File: src/rtl/control_sequencer_if.sv
`default_nettype none
// ============================================================================
// Module      : control_sequencer_if
// Description : Bundle between the hardwired control sequencer and the
//               Datapath2 datapath.
//               master : used by the sequencer (drives strobes, OpCode, run;
//                        receives ir_op, con_ff, stop and optional step)
//               slave  : used by the datapath side (the reverse directions)
//               Optional single-step input "step" exists only when
//               CTRL_SINGLE_STEP_EN is defined.
// Revision    : 1.0 - initial release
// ============================================================================
interface control_sequencer_if;
    // Status from the datapath
    logic [4:0] ir_op;
    logic       con_ff;
    logic       stop;
`ifdef CTRL_SINGLE_STEP_EN
    logic       step;
`endif
    // Bus-source enables
    logic PCout, Zlowout, Zhighout, MDRout, HIout, LOout, InPortOut, Cout, BAout, Rout;
    // Register loads
    logic PCin, MARin, MDRin, IRin, Yin, Zin, HIin, LOin, Rin, CONin, OutportIn;
    // Register-field selects
    logic Gra, Grb, Grc;
    // Memory strobes
    logic Read, Write;
    // ALU operation and activity flag
    logic [4:0] OpCode;
    logic       run;

    modport master (
`ifdef CTRL_SINGLE_STEP_EN
        input  step,
`endif
        input  ir_op, con_ff, stop,
        output PCout, Zlowout, Zhighout, MDRout, HIout, LOout, InPortOut, Cout, BAout, Rout,
        output PCin, MARin, MDRin, IRin, Yin, Zin, HIin, LOin, Rin, CONin, OutportIn,
        output Gra, Grb, Grc, Read, Write, OpCode, run
    );

    modport slave (
`ifdef CTRL_SINGLE_STEP_EN
        output step,
`endif
        output ir_op, con_ff, stop,
        input  PCout, Zlowout, Zhighout, MDRout, HIout, LOout, InPortOut, Cout, BAout, Rout,
        input  PCin, MARin, MDRin, IRin, Yin, Zin, HIin, LOin, Rin, CONin, OutportIn,
        input  Gra, Grb, Grc, Read, Write, OpCode, run
    );
endinterface
`default_nettype wire

File: src/rtl/control_sequencer.sv
`default_nettype none
// ============================================================================
// Module      : control_sequencer
// Description : Hardwired control unit for Datapath2. Steps the fetch phase
//               (T0-T2) and the per-opcode execute phase (T3-T7) selected by
//               ir_op (IR[31:27]), with con_ff gating the branch PC load.
//               Every datapath strobe and the ALU OpCode decode from the
//               state register, ir_op and con_ff.
// Ports       : clk  - clock, rising edge
//               clr  - synchronous reset, active-high
//               bus  - control_sequencer_if.master (ir_op, con_ff, stop,
//                      [step], all strobes, Read/Write, OpCode, run)
// Parameters  : MEM_WAIT - extra cycles a memory strobe is held (0..7)
//               INC_OP   - ALU OpCode for PC+1 in T0
//               ADD_OP   - ALU OpCode for address/branch-target add
// Config      : CTRL_SINGLE_STEP_EN - when defined, adds the step input and
//               pauses at every instruction boundary; one instruction runs
//               per rising edge of step.
// Revision    : 1.0 - initial release
// ============================================================================
module control_sequencer #(
    parameter int         MEM_WAIT = 0,
    parameter logic [4:0] INC_OP   = 5'd12,
    parameter logic [4:0] ADD_OP   = 5'd3
) (
    input  wire                  clk,
    input  wire                  clr,
    control_sequencer_if.master  bus
);

    // ------------------------------------------------------------------
    // State encoding
    // ------------------------------------------------------------------
    localparam logic [3:0] c_ST_RESET = 4'd0;
    localparam logic [3:0] c_ST_T0    = 4'd1;
    localparam logic [3:0] c_ST_T1    = 4'd2;
    localparam logic [3:0] c_ST_T2    = 4'd3;
    localparam logic [3:0] c_ST_T3    = 4'd4;
    localparam logic [3:0] c_ST_T4    = 4'd5;
    localparam logic [3:0] c_ST_T5    = 4'd6;
    localparam logic [3:0] c_ST_T6    = 4'd7;
    localparam logic [3:0] c_ST_T7    = 4'd8;
    localparam logic [3:0] c_ST_MWAIT = 4'd9;
    localparam logic [3:0] c_ST_PAUSE = 4'd10;
    localparam logic [3:0] c_ST_HALT  = 4'd11;

    // Instruction classes: opcodes sharing one execute sequence
    localparam logic [3:0] c_CL_LD     = 4'd0;
    localparam logic [3:0] c_CL_LDI    = 4'd1;
    localparam logic [3:0] c_CL_ST     = 4'd2;
    localparam logic [3:0] c_CL_RALU   = 4'd3;
    localparam logic [3:0] c_CL_IALU   = 4'd4;
    localparam logic [3:0] c_CL_MULDIV = 4'd5;
    localparam logic [3:0] c_CL_NEGNOT = 4'd6;
    localparam logic [3:0] c_CL_BR     = 4'd7;
    localparam logic [3:0] c_CL_JR     = 4'd8;
    localparam logic [3:0] c_CL_JAL    = 4'd9;
    localparam logic [3:0] c_CL_IN     = 4'd10;
    localparam logic [3:0] c_CL_OUT    = 4'd11;
    localparam logic [3:0] c_CL_MFHI   = 4'd12;
    localparam logic [3:0] c_CL_MFLO   = 4'd13;
    localparam logic [3:0] c_CL_NOP    = 4'd14;
    localparam logic [3:0] c_CL_HALT   = 4'd15;

    // Wait counter preload: MWAIT lasts MEM_WAIT cycles, counting down to 0
    localparam logic [2:0] c_WAIT_LOAD = (MEM_WAIT > 0) ? 3'(MEM_WAIT - 1) : 3'd0;

    logic [3:0] r_state;
    logic [3:0] r_wait_src;   // memory step (T1/T6/T7) that entered MWAIT
    logic [2:0] r_wait_cnt;
    logic [3:0] w_cls;
    logic [3:0] w_boundary_next;
    logic       w_pause_exit;

`ifdef CTRL_SINGLE_STEP_EN
    logic r_step_d;
    logic w_step_rise;
    assign w_step_rise = bus.step & ~r_step_d;
`endif

    // ------------------------------------------------------------------
    // Opcode to class decode
    // ------------------------------------------------------------------
    always_comb begin
        w_cls = c_CL_NOP;
        if      (bus.ir_op == 5'd0)  w_cls = c_CL_LD;
        else if (bus.ir_op == 5'd1)  w_cls = c_CL_LDI;
        else if (bus.ir_op == 5'd2)  w_cls = c_CL_ST;
        else if (bus.ir_op <= 5'd11) w_cls = c_CL_RALU;
        else if (bus.ir_op <= 5'd14) w_cls = c_CL_IALU;
        else if (bus.ir_op <= 5'd16) w_cls = c_CL_MULDIV;
        else if (bus.ir_op <= 5'd18) w_cls = c_CL_NEGNOT;
        else begin
            case (bus.ir_op)
                5'd19:   w_cls = c_CL_BR;
                5'd20:   w_cls = c_CL_JR;
                5'd21:   w_cls = c_CL_JAL;
                5'd22:   w_cls = c_CL_IN;
                5'd23:   w_cls = c_CL_OUT;
                5'd24:   w_cls = c_CL_MFHI;
                5'd25:   w_cls = c_CL_MFLO;
                5'd27:   w_cls = c_CL_HALT;
                default: w_cls = c_CL_NOP;    // 26 and 28-31
            endcase
        end
    end

    // ------------------------------------------------------------------
    // Instruction boundary and pause-exit conditions
    // ------------------------------------------------------------------
    always_comb begin
`ifdef CTRL_SINGLE_STEP_EN
        w_boundary_next = c_ST_PAUSE;
        w_pause_exit    = w_step_rise & ~bus.stop;
`else
        w_boundary_next = bus.stop ? c_ST_PAUSE : c_ST_T0;
        w_pause_exit    = ~bus.stop;
`endif
    end

    // ------------------------------------------------------------------
    // Sequencer state
    // The T2 decision (nop/halt/execute) keys on ir_op as presented during
    // T2; from T3 on ir_op and con_ff are held by the datapath.
    // ------------------------------------------------------------------
    always_ff @(posedge clk) begin
        if (clr) begin
            r_state    <= c_ST_RESET;
            r_wait_src <= c_ST_RESET;
            r_wait_cnt <= 3'd0;
`ifdef CTRL_SINGLE_STEP_EN
            r_step_d   <= 1'b0;
`endif
        end else begin
`ifdef CTRL_SINGLE_STEP_EN
            r_step_d <= bus.step;
`endif
            case (r_state)
                c_ST_RESET: r_state <= c_ST_T0;
                c_ST_T0:    r_state <= c_ST_T1;
                c_ST_T1: begin
                    if (MEM_WAIT > 0) begin
                        r_state    <= c_ST_MWAIT;
                        r_wait_src <= c_ST_T1;
                        r_wait_cnt <= c_WAIT_LOAD;
                    end else begin
                        r_state <= c_ST_T2;
                    end
                end
                c_ST_T2: begin
                    if (w_cls == c_CL_HALT)     r_state <= c_ST_HALT;
                    else if (w_cls == c_CL_NOP) r_state <= w_boundary_next;
                    else                        r_state <= c_ST_T3;
                end
                c_ST_T3: begin
                    if (w_cls == c_CL_JR  || w_cls == c_CL_IN   || w_cls == c_CL_OUT ||
                        w_cls == c_CL_MFHI || w_cls == c_CL_MFLO)
                        r_state <= w_boundary_next;
                    else
                        r_state <= c_ST_T4;
                end
                c_ST_T4: begin
                    if (w_cls == c_CL_NEGNOT || w_cls == c_CL_JAL)
                        r_state <= w_boundary_next;
                    else
                        r_state <= c_ST_T5;
                end
                c_ST_T5: begin
                    if (w_cls == c_CL_LD || w_cls == c_CL_ST ||
                        w_cls == c_CL_MULDIV || w_cls == c_CL_BR)
                        r_state <= c_ST_T6;
                    else
                        r_state <= w_boundary_next;
                end
                c_ST_T6: begin
                    if (w_cls == c_CL_LD) begin
                        if (MEM_WAIT > 0) begin
                            r_state    <= c_ST_MWAIT;
                            r_wait_src <= c_ST_T6;
                            r_wait_cnt <= c_WAIT_LOAD;
                        end else begin
                            r_state <= c_ST_T7;
                        end
                    end else if (w_cls == c_CL_ST) begin
                        r_state <= c_ST_T7;
                    end else begin
                        r_state <= w_boundary_next;
                    end
                end
                c_ST_T7: begin
                    if (w_cls == c_CL_ST && MEM_WAIT > 0) begin
                        r_state    <= c_ST_MWAIT;
                        r_wait_src <= c_ST_T7;
                        r_wait_cnt <= c_WAIT_LOAD;
                    end else begin
                        r_state <= w_boundary_next;
                    end
                end
                c_ST_MWAIT: begin
                    if (r_wait_cnt == 3'd0) begin
                        case (r_wait_src)
                            c_ST_T1: r_state <= c_ST_T2;
                            c_ST_T6: r_state <= c_ST_T7;
                            default: r_state <= w_boundary_next;  // store write done
                        endcase
                    end else begin
                        r_wait_cnt <= r_wait_cnt - 3'd1;
                    end
                end
                c_ST_PAUSE: begin
                    if (w_pause_exit) r_state <= c_ST_T0;
                end
                c_ST_HALT:  r_state <= c_ST_HALT;   // only clr leaves HALT
                default:    r_state <= c_ST_RESET;
            endcase
        end
    end

    // ------------------------------------------------------------------
    // Output decode
    // ------------------------------------------------------------------
    logic w_pcout, w_zlowout, w_zhighout, w_mdrout, w_hiout, w_loout;
    logic w_inportout, w_cout, w_baout, w_rout;
    logic w_pcin, w_marin, w_mdrin, w_irin, w_yin, w_zin, w_hiin, w_loin;
    logic w_rin, w_conin, w_outportin;
    logic w_gra, w_grb, w_grc, w_read, w_write, w_run;
    logic [4:0] w_opcode;

    always_comb begin
        w_pcout = 1'b0; w_zlowout = 1'b0; w_zhighout = 1'b0; w_mdrout = 1'b0;
        w_hiout = 1'b0; w_loout = 1'b0; w_inportout = 1'b0; w_cout = 1'b0;
        w_baout = 1'b0; w_rout = 1'b0;
        w_pcin = 1'b0; w_marin = 1'b0; w_mdrin = 1'b0; w_irin = 1'b0;
        w_yin = 1'b0; w_zin = 1'b0; w_hiin = 1'b0; w_loin = 1'b0;
        w_rin = 1'b0; w_conin = 1'b0; w_outportin = 1'b0;
        w_gra = 1'b0; w_grb = 1'b0; w_grc = 1'b0;
        w_read = 1'b0; w_write = 1'b0;
        w_opcode = 5'd0;
        w_run = (r_state >= c_ST_T0) && (r_state <= c_ST_MWAIT);

        case (r_state)
            c_ST_T0: begin w_pcout = 1'b1; w_marin = 1'b1; w_zin = 1'b1; w_opcode = INC_OP; end
            c_ST_T1: begin w_zlowout = 1'b1; w_pcin = 1'b1; w_read = 1'b1; w_mdrin = 1'b1; end
            c_ST_T2: begin w_mdrout = 1'b1; w_irin = 1'b1; end
            c_ST_MWAIT: begin
                // Only the memory strobes of the step that entered the wait
                if (r_wait_src == c_ST_T7) w_write = 1'b1;
                else begin w_read = 1'b1; w_mdrin = 1'b1; end
            end
            c_ST_T3: begin
                case (w_cls)
                    c_CL_RALU, c_CL_IALU: begin w_grb = 1'b1; w_rout = 1'b1; w_yin = 1'b1; end
                    c_CL_NEGNOT: begin w_grb = 1'b1; w_rout = 1'b1; w_zin = 1'b1; w_opcode = bus.ir_op; end
                    c_CL_MULDIV: begin w_gra = 1'b1; w_rout = 1'b1; w_yin = 1'b1; end
                    c_CL_LD, c_CL_LDI, c_CL_ST: begin w_grb = 1'b1; w_baout = 1'b1; w_yin = 1'b1; end
                    c_CL_BR:   begin w_gra = 1'b1; w_rout = 1'b1; w_conin = 1'b1; end
                    c_CL_JR:   begin w_gra = 1'b1; w_rout = 1'b1; w_pcin = 1'b1; end
                    c_CL_JAL:  begin w_pcout = 1'b1; w_grb = 1'b1; w_rin = 1'b1; end
                    c_CL_IN:   begin w_inportout = 1'b1; w_gra = 1'b1; w_rin = 1'b1; end
                    c_CL_OUT:  begin w_gra = 1'b1; w_rout = 1'b1; w_outportin = 1'b1; end
                    c_CL_MFHI: begin w_hiout = 1'b1; w_gra = 1'b1; w_rin = 1'b1; end
                    c_CL_MFLO: begin w_loout = 1'b1; w_gra = 1'b1; w_rin = 1'b1; end
                    default: ;
                endcase
            end
            c_ST_T4: begin
                case (w_cls)
                    c_CL_RALU:   begin w_grc = 1'b1; w_rout = 1'b1; w_zin = 1'b1; w_opcode = bus.ir_op; end
                    c_CL_IALU:   begin w_cout = 1'b1; w_zin = 1'b1; w_opcode = bus.ir_op; end
                    c_CL_NEGNOT: begin w_zlowout = 1'b1; w_gra = 1'b1; w_rin = 1'b1; end
                    c_CL_MULDIV: begin w_grb = 1'b1; w_rout = 1'b1; w_zin = 1'b1; w_opcode = bus.ir_op; end
                    c_CL_LD, c_CL_LDI, c_CL_ST: begin w_cout = 1'b1; w_zin = 1'b1; w_opcode = ADD_OP; end
                    c_CL_BR:     begin w_pcout = 1'b1; w_yin = 1'b1; end
                    c_CL_JAL:    begin w_gra = 1'b1; w_rout = 1'b1; w_pcin = 1'b1; end
                    default: ;
                endcase
            end
            c_ST_T5: begin
                case (w_cls)
                    c_CL_RALU, c_CL_IALU, c_CL_LDI: begin w_zlowout = 1'b1; w_gra = 1'b1; w_rin = 1'b1; end
                    c_CL_MULDIV:       begin w_zlowout = 1'b1; w_loin = 1'b1; end
                    c_CL_LD, c_CL_ST:  begin w_zlowout = 1'b1; w_marin = 1'b1; end
                    c_CL_BR:           begin w_cout = 1'b1; w_zin = 1'b1; w_opcode = ADD_OP; end
                    default: ;
                endcase
            end
            c_ST_T6: begin
                case (w_cls)
                    c_CL_MULDIV: begin w_zhighout = 1'b1; w_hiin = 1'b1; end
                    c_CL_LD:     begin w_read = 1'b1; w_mdrin = 1'b1; end
                    c_CL_ST:     begin w_gra = 1'b1; w_rout = 1'b1; w_mdrin = 1'b1; end
                    c_CL_BR: begin
                        // Branch taken only when the condition flop is set
                        w_zlowout = bus.con_ff;
                        w_pcin    = bus.con_ff;
                    end
                    default: ;
                endcase
            end
            c_ST_T7: begin
                case (w_cls)
                    c_CL_LD: begin w_mdrout = 1'b1; w_gra = 1'b1; w_rin = 1'b1; end
                    c_CL_ST: w_write = 1'b1;
                    default: ;
                endcase
            end
            default: ;   // RESET, PAUSE, HALT: everything low
        endcase
    end

    assign bus.PCout     = w_pcout;
    assign bus.Zlowout   = w_zlowout;
    assign bus.Zhighout  = w_zhighout;
    assign bus.MDRout    = w_mdrout;
    assign bus.HIout     = w_hiout;
    assign bus.LOout     = w_loout;
    assign bus.InPortOut = w_inportout;
    assign bus.Cout      = w_cout;
    assign bus.BAout     = w_baout;
    assign bus.Rout      = w_rout;
    assign bus.PCin      = w_pcin;
    assign bus.MARin     = w_marin;
    assign bus.MDRin     = w_mdrin;
    assign bus.IRin      = w_irin;
    assign bus.Yin       = w_yin;
    assign bus.Zin       = w_zin;
    assign bus.HIin      = w_hiin;
    assign bus.LOin      = w_loin;
    assign bus.Rin       = w_rin;
    assign bus.CONin     = w_conin;
    assign bus.OutportIn = w_outportin;
    assign bus.Gra       = w_gra;
    assign bus.Grb       = w_grb;
    assign bus.Grc       = w_grc;
    assign bus.Read      = w_read;
    assign bus.Write     = w_write;
    assign bus.OpCode    = w_opcode;
    assign bus.run       = w_run;

endmodule
`default_nettype wire

File: src/flat_wrapper.sv
// flat-port wrapper written by rule: the top's interface ports become plain ports
module control_sequencer_flat 
#(
    parameter int         MEM_WAIT = 0,
    parameter logic [4:0] INC_OP   = 5'd12,
    parameter logic [4:0] ADD_OP   = 5'd3
)
  (clk, clr, bus_ir_op, bus_con_ff, bus_stop, bus_PCout, bus_Zlowout, bus_Zhighout, bus_MDRout, bus_HIout, bus_LOout, bus_InPortOut, bus_Cout, bus_BAout, bus_Rout, bus_PCin, bus_MARin, bus_MDRin, bus_IRin, bus_Yin, bus_Zin, bus_HIin, bus_LOin, bus_Rin, bus_CONin, bus_OutportIn, bus_Gra, bus_Grb, bus_Grc, bus_Read, bus_Write, bus_OpCode, bus_run);
  control_sequencer_if bus_i ();
  input  wire clk;
  input  wire clr;
  input wire logic [$bits(bus_i.ir_op)-1:0] bus_ir_op;
  input wire logic [$bits(bus_i.con_ff)-1:0] bus_con_ff;
  input wire logic [$bits(bus_i.stop)-1:0] bus_stop;
  output wire logic [$bits(bus_i.PCout)-1:0] bus_PCout;
  output wire logic [$bits(bus_i.Zlowout)-1:0] bus_Zlowout;
  output wire logic [$bits(bus_i.Zhighout)-1:0] bus_Zhighout;
  output wire logic [$bits(bus_i.MDRout)-1:0] bus_MDRout;
  output wire logic [$bits(bus_i.HIout)-1:0] bus_HIout;
  output wire logic [$bits(bus_i.LOout)-1:0] bus_LOout;
  output wire logic [$bits(bus_i.InPortOut)-1:0] bus_InPortOut;
  output wire logic [$bits(bus_i.Cout)-1:0] bus_Cout;
  output wire logic [$bits(bus_i.BAout)-1:0] bus_BAout;
  output wire logic [$bits(bus_i.Rout)-1:0] bus_Rout;
  output wire logic [$bits(bus_i.PCin)-1:0] bus_PCin;
  output wire logic [$bits(bus_i.MARin)-1:0] bus_MARin;
  output wire logic [$bits(bus_i.MDRin)-1:0] bus_MDRin;
  output wire logic [$bits(bus_i.IRin)-1:0] bus_IRin;
  output wire logic [$bits(bus_i.Yin)-1:0] bus_Yin;
  output wire logic [$bits(bus_i.Zin)-1:0] bus_Zin;
  output wire logic [$bits(bus_i.HIin)-1:0] bus_HIin;
  output wire logic [$bits(bus_i.LOin)-1:0] bus_LOin;
  output wire logic [$bits(bus_i.Rin)-1:0] bus_Rin;
  output wire logic [$bits(bus_i.CONin)-1:0] bus_CONin;
  output wire logic [$bits(bus_i.OutportIn)-1:0] bus_OutportIn;
  output wire logic [$bits(bus_i.Gra)-1:0] bus_Gra;
  output wire logic [$bits(bus_i.Grb)-1:0] bus_Grb;
  output wire logic [$bits(bus_i.Grc)-1:0] bus_Grc;
  output wire logic [$bits(bus_i.Read)-1:0] bus_Read;
  output wire logic [$bits(bus_i.Write)-1:0] bus_Write;
  output wire logic [$bits(bus_i.OpCode)-1:0] bus_OpCode;
  output wire logic [$bits(bus_i.run)-1:0] bus_run;
  assign bus_i.ir_op = bus_ir_op;
  assign bus_i.con_ff = bus_con_ff;
  assign bus_i.stop = bus_stop;
  assign bus_PCout = bus_i.PCout;
  assign bus_Zlowout = bus_i.Zlowout;
  assign bus_Zhighout = bus_i.Zhighout;
  assign bus_MDRout = bus_i.MDRout;
  assign bus_HIout = bus_i.HIout;
  assign bus_LOout = bus_i.LOout;
  assign bus_InPortOut = bus_i.InPortOut;
  assign bus_Cout = bus_i.Cout;
  assign bus_BAout = bus_i.BAout;
  assign bus_Rout = bus_i.Rout;
  assign bus_PCin = bus_i.PCin;
  assign bus_MARin = bus_i.MARin;
  assign bus_MDRin = bus_i.MDRin;
  assign bus_IRin = bus_i.IRin;
  assign bus_Yin = bus_i.Yin;
  assign bus_Zin = bus_i.Zin;
  assign bus_HIin = bus_i.HIin;
  assign bus_LOin = bus_i.LOin;
  assign bus_Rin = bus_i.Rin;
  assign bus_CONin = bus_i.CONin;
  assign bus_OutportIn = bus_i.OutportIn;
  assign bus_Gra = bus_i.Gra;
  assign bus_Grb = bus_i.Grb;
  assign bus_Grc = bus_i.Grc;
  assign bus_Read = bus_i.Read;
  assign bus_Write = bus_i.Write;
  assign bus_OpCode = bus_i.OpCode;
  assign bus_run = bus_i.run;
  control_sequencer #(.MEM_WAIT(MEM_WAIT), .INC_OP(INC_OP), .ADD_OP(ADD_OP)) u_core (.clk(clk), .clr(clr), .bus(bus_i));
endmodule
File: config.mk
export PLATFORM = sky130hd
export DESIGN_NAME = control_sequencer_flat
export DESIGN_NICKNAME = d
export VERILOG_FILES = /design/src/rtl/control_sequencer_if.sv /design/src/rtl/control_sequencer.sv /design/src/flat_wrapper.sv
export SDC_FILE = /design/constraint.sdc
export NUM_CORES = 1
export LEC_CHECK = 0
export ABC_AREA = 1
export BUFFER_PORTS_ARGS = -buffer_cell sky130_fd_sc_hd__buf_2
export CELL_PAD_IN_SITES_DETAIL_PLACEMENT = 1
export CELL_PAD_IN_SITES_GLOBAL_PLACEMENT = 1
export CORE_UTILIZATION = 32
export DETAILED_ROUTE_END_ITERATION = 12
export PLACE_DENSITY_LB_ADDON = 0.1
export SKIP_LAST_GASP = 1
export SLEW_MARGIN = 20
export SYNTH_ARGS = -nofsm -noshare
export SYNTH_HDL_FRONTEND = slang
export SYNTH_SLANG_ARGS = --single-unit
File: constraint.sdc
create_clock -name clk -period 1.6 [get_ports clk]
set_input_delay 0.08 -clock clk [delete_from_list [all_inputs] [get_ports clk]]
set_output_delay 0.08 -clock clk [all_outputs]
set_load 0.01 [all_outputs]
# Word level (Yosys, flattened, before mapping)
# Memories as Yosys holds them, arrays and structs flattened.
# Index checks and enable logic that the tools add are counted.
# W data, S select, Z words.
[classes] reduce_logical=28 mul=0 n_eq_ne=30 shift=0 muxes=71 n_bitwise=1 magnitude_cmp=6 div_mod_pow=0 addsub=1
[op_table] op="$mux W4" count=17
[op_table] op="$eq A4 B4 Y1 const B" count=12
[op_table] op="$pmux W4 S12" count=1
[op_table] op="$mux W1" count=35
[op_table] op="$eq A4 B3 Y1 const B" count=8
[op_table] op="$reduce_or A7 Y1" count=3
[op_table] op="$pmux W5 S4" count=1
[op_table] op="$eq A4 B2 Y1 const B" count=4
[op_table] op="$pmux W1 S4" count=4
[op_table] op="$pmux W1 S2" count=7
[op_table] op="$reduce_or A3 Y1" count=4
[op_table] op="$le A5 B4 Y1 const B" count=2
[op_table] op="$le A5 B5 Y1 const B" count=2
[op_table] op="$pmux W5 S2" count=1
[op_table] op="$eq A4 B1 Y1 const B" count=2
[op_table] op="$logic_not A4 Y1" count=2
[op_table] op="$logic_or A1 B1 Y1" count=8
[op_table] op="$reduce_or A4 Y1" count=2
[op_table] op="$pmux W1 S3" count=2
[op_table] op="$reduce_or A2 Y1" count=3
[op_table] op="$reduce_or A6 Y1" count=1
[op_table] op="$eq A5 B1 Y1 const B" count=1
[op_table] op="$eq A5 B2 Y1 const B" count=1
[op_table] op="$logic_not A5 Y1" count=1
[op_table] op="12 further kinds" count=13
[totals] mem_bits_ro=128 mem_count=1 out_inout_bits=32 input_bits=9 latchBits=0 mem_bits_rw=0 word_cells=140 register_bits=7
[mem_list] memory="(name not given)" words=32 word_bits=4 read_ports=1 rd_ports_with_merged_regs=0 wr=0 line="control_sequencer.sv:94" source="case (bus.ir_op)"

# Depth between registers and ports, before layout
# Gate-level depths: netlist of run 1.
[depth] word_depth=15 ltp_mapped=15 depth_no_buf=14

# Worst setup path after synthesis of run 1
# OpenSTA, ideal clock, no wires.
[synth_timing] path_type="register -> output" startpoint="reg u_core.r_state[3]" endpoint="out bus_Rin" t_arrival_ns=1.473 required_time_ns=1.520 path_stages_with_launch=10 slack_ns=0.047 path_buffers=0 path_cell_list="dfxtp_1 inv_1 nand2_1 nor2_1 inv_1 nor4_1 inv_1 o21ai_0 inv_1 nand4_1"
[synth_between] elab_chain_cells=2 elab_cells_between_ends=5 classes_between="4 x eq/ne; 1 x mux"
[synth_lines] element="start, declared" line="control_sequencer.sv:68" source="logic [3:0] r_state;"
[synth_lines] element="start signal, assigned" line="control_sequencer.sv:128" source="r_state <= c_ST_RESET;"
[synth_lines] element="start signal, assigned" line="control_sequencer.sv:139" source="c_ST_RESET: r_state <= c_ST_T0;"
[synth_lines] element="start signal, assigned" line="control_sequencer.sv:140" source="c_ST_T0: r_state <= c_ST_T1;"
[synth_lines] element="$eq A4 B4 Y1 or $eq A4 B3 Y1 (tied branches)" line="control_sequencer.sv:241" source="case (r_state)"
[synth_lines] element="$pmux W1 S4 *" line="control_sequencer.sv:241"
[synth_lines] element="end, declared" line="flat_wrapper.sv:33" source="output wire logic [$bits(bus_i.Rin)-1:0] bus_Rin;"
# Every way passes the cells marked *; elsewhere a longest branch is shown, timed or not.

# Final worst setup path of run 1
[layout_timing] startpoint="reg u_core.r_state[1]" endpoint="out bus_Rout"
[layout_between] elab_chain_cells=2 elab_cells_between_ends=4 classes_between="3 x eq/ne; 1 x mux"
[layout_lines] element="$eq A4 B3 Y1" line="control_sequencer.sv:241"
[layout_lines] element="$pmux W1 S3 *" line="control_sequencer.sv:241"
[layout_lines] element="end, declared" line="flat_wrapper.sv:24" source="output wire logic [$bits(bus_i.Rout)-1:0] bus_Rout;"
# Marks and branches as above.

==> key figures, run 1 <==
Outcome
  – Status: complete, but fails checks
  – Failing checks: negative setup slack

Place
  – Detailed placement HPWL: approximately 4.5 mm
  – GPL Wtd Cong: approximately 0.95
  – Port Buffers: 40

Die
  – # IOs: 41
  – Core Area: approximately 3700 sq um
  – # rows: 22
  – Die Y: about 64 microns
  – Initial Util: 0.333
  – Die W: approximately 64 microns
  – Die ar.: roughly 4100 sq um

Synthesis
  – Post-Syn Area: approximately 1200 sq um
  – Fraction of registers with async set/reset: 0
  – Top FF cell, synth: dfxtp_1
  – Warnings from Yosys: 0
  – Syn nets: approximately 240
  – Count of different cell masters after synthesis: 32
  – Synth area leaders: nand2_1 13%, dfxtp_1 12%, nor2_1 11%, inv_1 11%, nand3_1 9.9%
  – Share of the synthesized area in the top cell type: 0.126
  – Avg Synthesized Cell Area: 5.29 sq um
  – Synth Area in Adders: 0.0206
  – Synth Area in Simple Gates: 0.465
  – Mux cell area share after synthesis: 0
  – Sequential fraction of the synthesis area: 0.115
  – Top-count cell post-synth: nand2_1
  – Yosys top cell by area: nand2_1
  – Largest family of logic cells by synthesized area: simple AND/OR/NAND/NOR gates
  – Post-Synth XOR/XNOR Area: 0
  – Register bit count reported by yosys: 7
  – Area fraction in compound gates after synthesis: 0.249
  – Post-synth top cells: 41 x nand2_1, 37 x nor2_1, 36 x inv_1, 24 x nand3_1, 21 x o21ai_0
  – Post-synth EDFFs: 0
  – Mapped Cells: 230

Clock tree
  – Clock root cell: clkbuf_8
  – CTS tree: built
  – Clk slew on worst S/H paths: 0.04 ns
  – CTS Buffer Depth: 2
  – Skew-Pair Late Insertion Delay: approximately 0.23 ns
  – CTS buffer count: 3
  – Clock Sinks: 7
  – Post-CTS Hold Fix Bufs: 0
  – H-tree depth: 1

Worst setup path
  – Crit Path Max Fanout: 4
  – Critical path launch point type: flip-flop
  – Crit. Startpoint: u_core.r_state[1]$_SDFFE_PP0P_
  – WP data arrival: between 1.5 and 2 ns
  – Critical Path Slowest Stage Cell: dfxtp_4
  – Crit path required time: 1.52 ns
  – Setup CP Type: reg2out
  – Reg2reg start: u_core.r_state[1]$_SDFFE_PP0P_
  – Crit path largest cell delay: roughly 0.36 ns
  – Crit. End Element: output port
  – Cell Chain, Critical Path: inv_1, nand2_4, nor2_4, buf_6, nand4_1, nor3b_2, nand3_1, buf_2

Layout
  – Fraction of layout cells with a size suffix above 1: 0.608
  – Seq. cell area: about 150 sq um
  – Final nets: about 350
  – Area of the multi-input gates: between 1000 and 1500 sq um
  – Area Overhead vs Synth: 103%
  – Ant diodes: 0
  – Fillcell total: 460

Pwr
  – Leak pwr: between 1 and 1.5 nW
  – P per Cell Area: roughly 530 nW/um^2
  – VDD IR max: roughly 0.6 mV
  – Total power: 1.30 mW

STA
  – Final Cycle Share: 1.10
  – Worst Clk Skew: ~0.00075 ns
  – Min Hold Slack: between 0.07 and 0.08 ns
  – Final setup violating endpoints: 24
  – Final setup TNS: -1.64 ns
  – Fin. Hold Viols: 0
  – FMAX: about 0.57 GHz
  – Worst Tran Pin Value: 0.311 ns
  – RSZ-0062 raised after global routing: yes
  – Max Transition Viols Final: 0
  – Final Worst Setup Slack: -0.159 ns
  – Worst slew margin: 0.792
  – Fin crit period: approximately 1.8 ns

GRT
  – Number of global-route vias before repair: 2005
  – First-pass GRT wire length: about 9.5 mm
  – Total gr overflow: 0
  – Largest net degree at the start of global routing: 11
  – Antenna violations before repair: 0
  – All-Layer GR Usage: 0.296

Hold path
  – Hold Path Origin: clr
  – Hold Path Class: in2reg

Route
  – Number of vias per cell: 5.79
  – Pre-antenna DRT Iters: 6
  – Post-Route WL: approximately 8.2 mm
  – Wirelength per Cell: roughly 21 microns
  – DRT antenna net count: 0
  – DRC errors left: 0
  – DR vias: 2260
  – Initial DRC Count: approximately 210

Job
  – Max Cap Viol: 0
==> flip-flops by register name, summed over array words and instances, names as in the netlist <==
register / count
u_core.r_state: 4
u_core.r_wait_cnt: 3
==> layer usage <==
layer | GRT usage | part of all wire
met2 | 0.566 | 0.52
met1 | 0.342 | 0.36
met3 | 0.0163 | 0.061
met4 | 0.0966 | 0.055
met5 | 0 | 0
==> where the power goes <==
part           internal [mW]  switching (mW)  leakage (nW)
clock network          0.173          0.0806        0.0228
registers              0.191          0.0173        0.0588
logic                  0.345           0.495          1.13
==> cell families (layout without fill, tap and decap cells) <==
| kind of cell | Yosys count | in the layout |
|---|---|---|
| buf+inv | 47 | 159 |
| flops | 7 | 7 |
| compound gates | 51 | 51 |
| simple gates | 123 | 123 |
| fa+ha+maj | 2 | 2 |
==> cells in the final DEF, fill, tap and decap left out, drive strengths merged <==
cell and instances:
buf 112, o31ai 2, a41oi 1, clkinv 2, o21ai 25, nor3 1, nor2 42, o2111ai 3
nor3b 1, ha 2, nand2 44, a21oi 18, o21bai 1, o211ai 1, nor4 1, nand3 24
clkbuf 5, inv 40, nand4 8, or2 1, nand3b 1, dfxtp 7
==> stage by stage <==
stage	instances	utilization	instance area, sq um	setup WS, ns
2_1_floorplan	230	-	1220	0.0467
3_3_place_gp	370	0.513	1880	-0.0871
3_5_place_dp	370	0.513	1880	-0.133
4_1_cts	383	0.578	2120	-0.119
5_1_grt	390	0.675	2470	-0.201
6_report	390	0.675	2470	-0.159
==> final timing paths <==
kind | end | slack [ns] | cells past startpoint
max | bus_Rout | -0.16 | 8
min | u_core.r_state[0]$_SDFFE_PP0P_ | 0.08 | 2
max reg2reg | u_core.r_state[0]$_SDFFE_PP0P_ | -0.14 | 11
min reg2reg | u_core.r_wait_cnt[1]$_SDFFE_PP0P_ | 0.46 | 2
==> critical path: cells and delay by family, from the launching register on <==
| family | cells | cell delay [ns] |
|---|---|---|
| buf+inv | 3 | 0.41 |
| flops | 1 | 0.36 |
| simple gates | 5 | 0.67 |
==> timing repair <==
action | 4_1_cts | 5_1_grt
setup endpoints to repair | 28 | 33
pin swaps | 14 | 26
buffers inserted | 10 | 11
gates resized for setup | 39 | 104
cloned | 0 | 0
==> final cells by class <==
type / instances / area share
clock buffer: 4 / 0.0182
inverter: 42 / 0.0760
multi-input combinational: 176 / 0.491
sequential: 7 / 0.0598
tap: 48 / 0.0243
timing repair buffer: 113 / 0.331
Power figures use the tool's default switching activity.
==> run 2, diff against run 1 <==
--- a/config.mk
+++ b/config.mk
@@ -5,11 +5,10 @@
 export SDC_FILE = /design/constraint.sdc
 export NUM_CORES = 1
 export LEC_CHECK = 0
-export ABC_AREA = 1
 export BUFFER_PORTS_ARGS = -buffer_cell sky130_fd_sc_hd__buf_2
 export CELL_PAD_IN_SITES_DETAIL_PLACEMENT = 1
 export CELL_PAD_IN_SITES_GLOBAL_PLACEMENT = 1
-export CORE_UTILIZATION = 32
+export CORE_UTILIZATION = 37
 export DETAILED_ROUTE_END_ITERATION = 12
 export PLACE_DENSITY_LB_ADDON = 0.1
 export SKIP_LAST_GASP = 1
==> run 2 against run 1 <==
  * Sequential power grew 4%
  * Clock power grew 6%
  * Sequential share of layout area shrank 0.50 points
  * Largest cell class unchanged
  * Fmax shrank 7.2%
  * Synthesized area grew 27%
  * Register-to-register slack lost 0.10 ns
  * Cell area grew 11%
  * Total power grew 18%
  * Sequential cell count is the same
  * The flow still finishes with violations (negative setup slack)
  * Worst setup slack lost 0.14 ns
  * Global-route usage grew 10 points
==> key figures, run 2 <==
Outcome
  – Status: complete, but fails checks
  – Failing checks: negative setup slack

GRT
  – All-Layer GR Usage: 0.397
  – Number of global-route vias before repair: ~2400
  – Total gr overflow: 0
  – Largest net degree at the start of global routing: 15
  – First-pass GRT wire length: 12.9 mm
  – Antenna violations before repair: 0

Route
  – Number of vias per cell: between 7 and 8
  – Pre-antenna DRT Iters: 5
  – DRT antenna net count: 0
  – Wirelength per Cell: 29.4 microns
  – Initial DRC Count: about 370
  – DRC errors left: 0
  – DR vias: between 2000 and 3000
  – Post-Route WL: approximately 11 mm

Synthesis
  – Avg Synthesized Cell Area: roughly 6.9 sq um
  – Mapped Cells: approximately 230
  – Register bit count reported by yosys: 7
  – Top FF cell, synth: dfxtp_1
  – Warnings from Yosys: 0
  – Post-synth top cells: 24 x nor2_1, 19 x a21oi_1, 19 x nand2_1, 10 x buf_2, 10 x o21ai_0
  – Post-synth EDFFs: 0
  – Synth area leaders: dfxtp_1 9.1%, a21oi_1 6.2%, nor2_1 5.8%, nand2_1 4.6%, buf_2 3.2%
  – Share of the synthesized area in the top cell type: 0.0908
  – Count of different cell masters after synthesis: 67
  – Sequential fraction of the synthesis area: 0.0908
  – Post-Syn Area: 1540 sq um
  – Fraction of registers with async set/reset: 0
  – Syn nets: roughly 240
  – Yosys top cell by area: dfxtp_1
  – Top-count cell post-synth: nor2_1

Clock tree
  – Post-CTS Hold Fix Bufs: 0
  – CTS tree: built
  – Clock root cell: clkbuf_8
  – CTS buffer count: 3
  – Clk slew on worst S/H paths: about 0.050 ns
  – Clock Sinks: 7
  – CTS Buffer Depth: 2
  – Skew-Pair Late Insertion Delay: roughly 0.24 ns
  – H-tree depth: 1

STA
  – Final Cycle Share: 1.18
  – Fin crit period: 1.89 ns
  – FMAX: about 0.53 GHz
  – Max Transition Viols Final: 0
  – Worst Clk Skew: 0.00658 ns
  – Final setup violating endpoints: 28
  – Worst Tran Pin Value: 0.579 ns
  – Fin. Hold Viols: 0
  – Final Worst Setup Slack: -0.295 ns
  – RSZ-0062 raised after global routing: yes
  – Worst slew margin: 0.614

Worst setup path
  – Crit path largest cell delay: ~0.37 ns
  – Cell Chain, Critical Path: buf_4, nand2_1, buf_4, o21ai_0, nor4b_2, buf_2
  – Crit path required time: 1.52 ns
  – Critical path launch point type: flip-flop
  – WP data arrival: approximately 1.8 ns
  – Crit Path Max Fanout: 8
  – Reg2reg start: u_core.r_state[3]$_SDFFE_PP0P_
  – CP dominant cell by count: buf_4
  – WP buf/inv: 3
  – Crit. End Element: output port
  – Setup CP Type: reg2out
  – Worst path top cell family by delay: buffers and inverters
  – Crit. Startpoint: u_core.r_state[1]$_SDFFE_PP0P_
  – Critical Path Slowest Stage Cell: dfxtp_4

Pwr
  – VDD IR max: between 0.5 and 0.6 mV
  – P per Cell Area: between 500 and 600 nW/um^2
  – Total power: between 1.5 and 2 mW
  – Leak pwr: 1.15 nW

Layout
  – Fraction of layout cells with a size suffix above 1: 0.609
  – Area Overhead vs Synth: 77.6%
  – Fillcell total: 476
  – Flip-flop count of the largest register after layout: 4
  – Top reg by flops: u_core.r_state
  – Most common cell after layout, fill and taps aside: buf_4
  – Ant diodes: 0
  – Final nets: about 330
  – Commonest non-fill, non-tap cells in the layout: 58 x buf_4, 37 x buf_2, 16 x nand2_1, 16 x a21oi_1, 15 x nor2_1
  – Top flop regs: u_core.r_state: 4 flops, u_core.r_wait_cnt: 3 flops

Die
  – Initial Util: 0.386
  – # rows: 23
  – # IOs: a little over 40
  – Die W: 66.6 microns
  – Die ar.: approximately 4400 sq um
  – Core Area: approximately 4000 sq um
  – Die Y: roughly 67 microns

Place
  – GPL Wtd Cong: between 0.8 and 0.9
  – Port Buffers: 40
  – Post-Place Worst Slack: -0.0471 ns
  – Detailed placement HPWL: about 5.1 mm

Hold path
  – Hold Path Class: in2reg
  – Hold Path Origin: clr

Job
  – Max Cap Viol: 0
run 2: logic make-up after synthesis:
group,count (synthesis),synth area share
AND/OR/NAND/NOR,109,0.418
AO/OA/AOI/OAI,75,0.360
buffers and inverters,30,0.103
flip-flops,7,0.0908
adder cells (fa/ha/maj),2,0.0162
XOR/XNOR,1,0.00567
multiplexers,1,0.00648
run 2: metal layers:
metal	vias up	GRT usage	routed length, microns
met5	-	0	0
met4	0	0.184	823
met3	90	0.0736	1160
met2	257	0.659	4930
met1	1267	0.488	4020
li1	1031	-	-
run 2: where the power goes:
part | total, mW | leakage [nW] | switching (mW) | internal (mW)
logic | 1.06 | 1.07 | 0.593 | 0.465
registers | 0.217 | 0.0591 | 0.0260 | 0.191
clock network | 0.268 | 0.0228 | 0.0941 | 0.174
total | 1.54 | 1.15 | 0.713 | 0.830
run 2: area by class of cell:
cell class | count | area [sq um] | area share
Timing Repair Buffer | 113 | 878 | 0.320
Sequential cell | 7 | 150 | 0.0547
Multi-Input combinational cell | 188 | 1570 | 0.571
Inverter | 10 | 40.0 | 0.0146
Clock buffer | 4 | 45.0 | 0.0164
Tap cell | 50 | 62.6 | 0.0228
run 2: worst paths after layout:
kind / depth (start not counted) / slack (ns) / endpoint
setup reg to reg: 6 / -0.24 / u_core.r_wait_cnt[2]$_SDFFE_PP0P_
setup / recovery: 6 / -0.29 / bus_OpCode[4]
hold reg to reg: 2 / 0.51 / u_core.r_wait_cnt[1]$_SDFFE_PP0P_
hold / removal: 2 / 0.12 / u_core.r_wait_cnt[1]$_SDFFE_PP0P_
run 2: stage by stage:
step / hold WS, ns / TNS (ns) / util / cell area (sq um) / std cells
6_report: 0.124 / -4.64 / 0.686 / 2740 / 372
5_1_grt: 0.124 / -5.76 / 0.686 / 2740 / 372
4_1_cts: 0.0994 / -1.87 / 0.615 / 2460 / 368
3_5_place_dp: 0.341 / -0.179 / 0.516 / 2060 / 342
3_3_place_gp: 0.334 / -0.0899 / 0.516 / 2060 / 342
2_1_floorplan: 0.149 / 0 / - / 1540 / 225
run 2: what timing repair did:
item,4_1_cts,5_1_grt
gates cloned,2,0
pin swaps,25,29
endpoints found under the setup margin,26,35
setup buffers,20,6
resized for setup,36,55
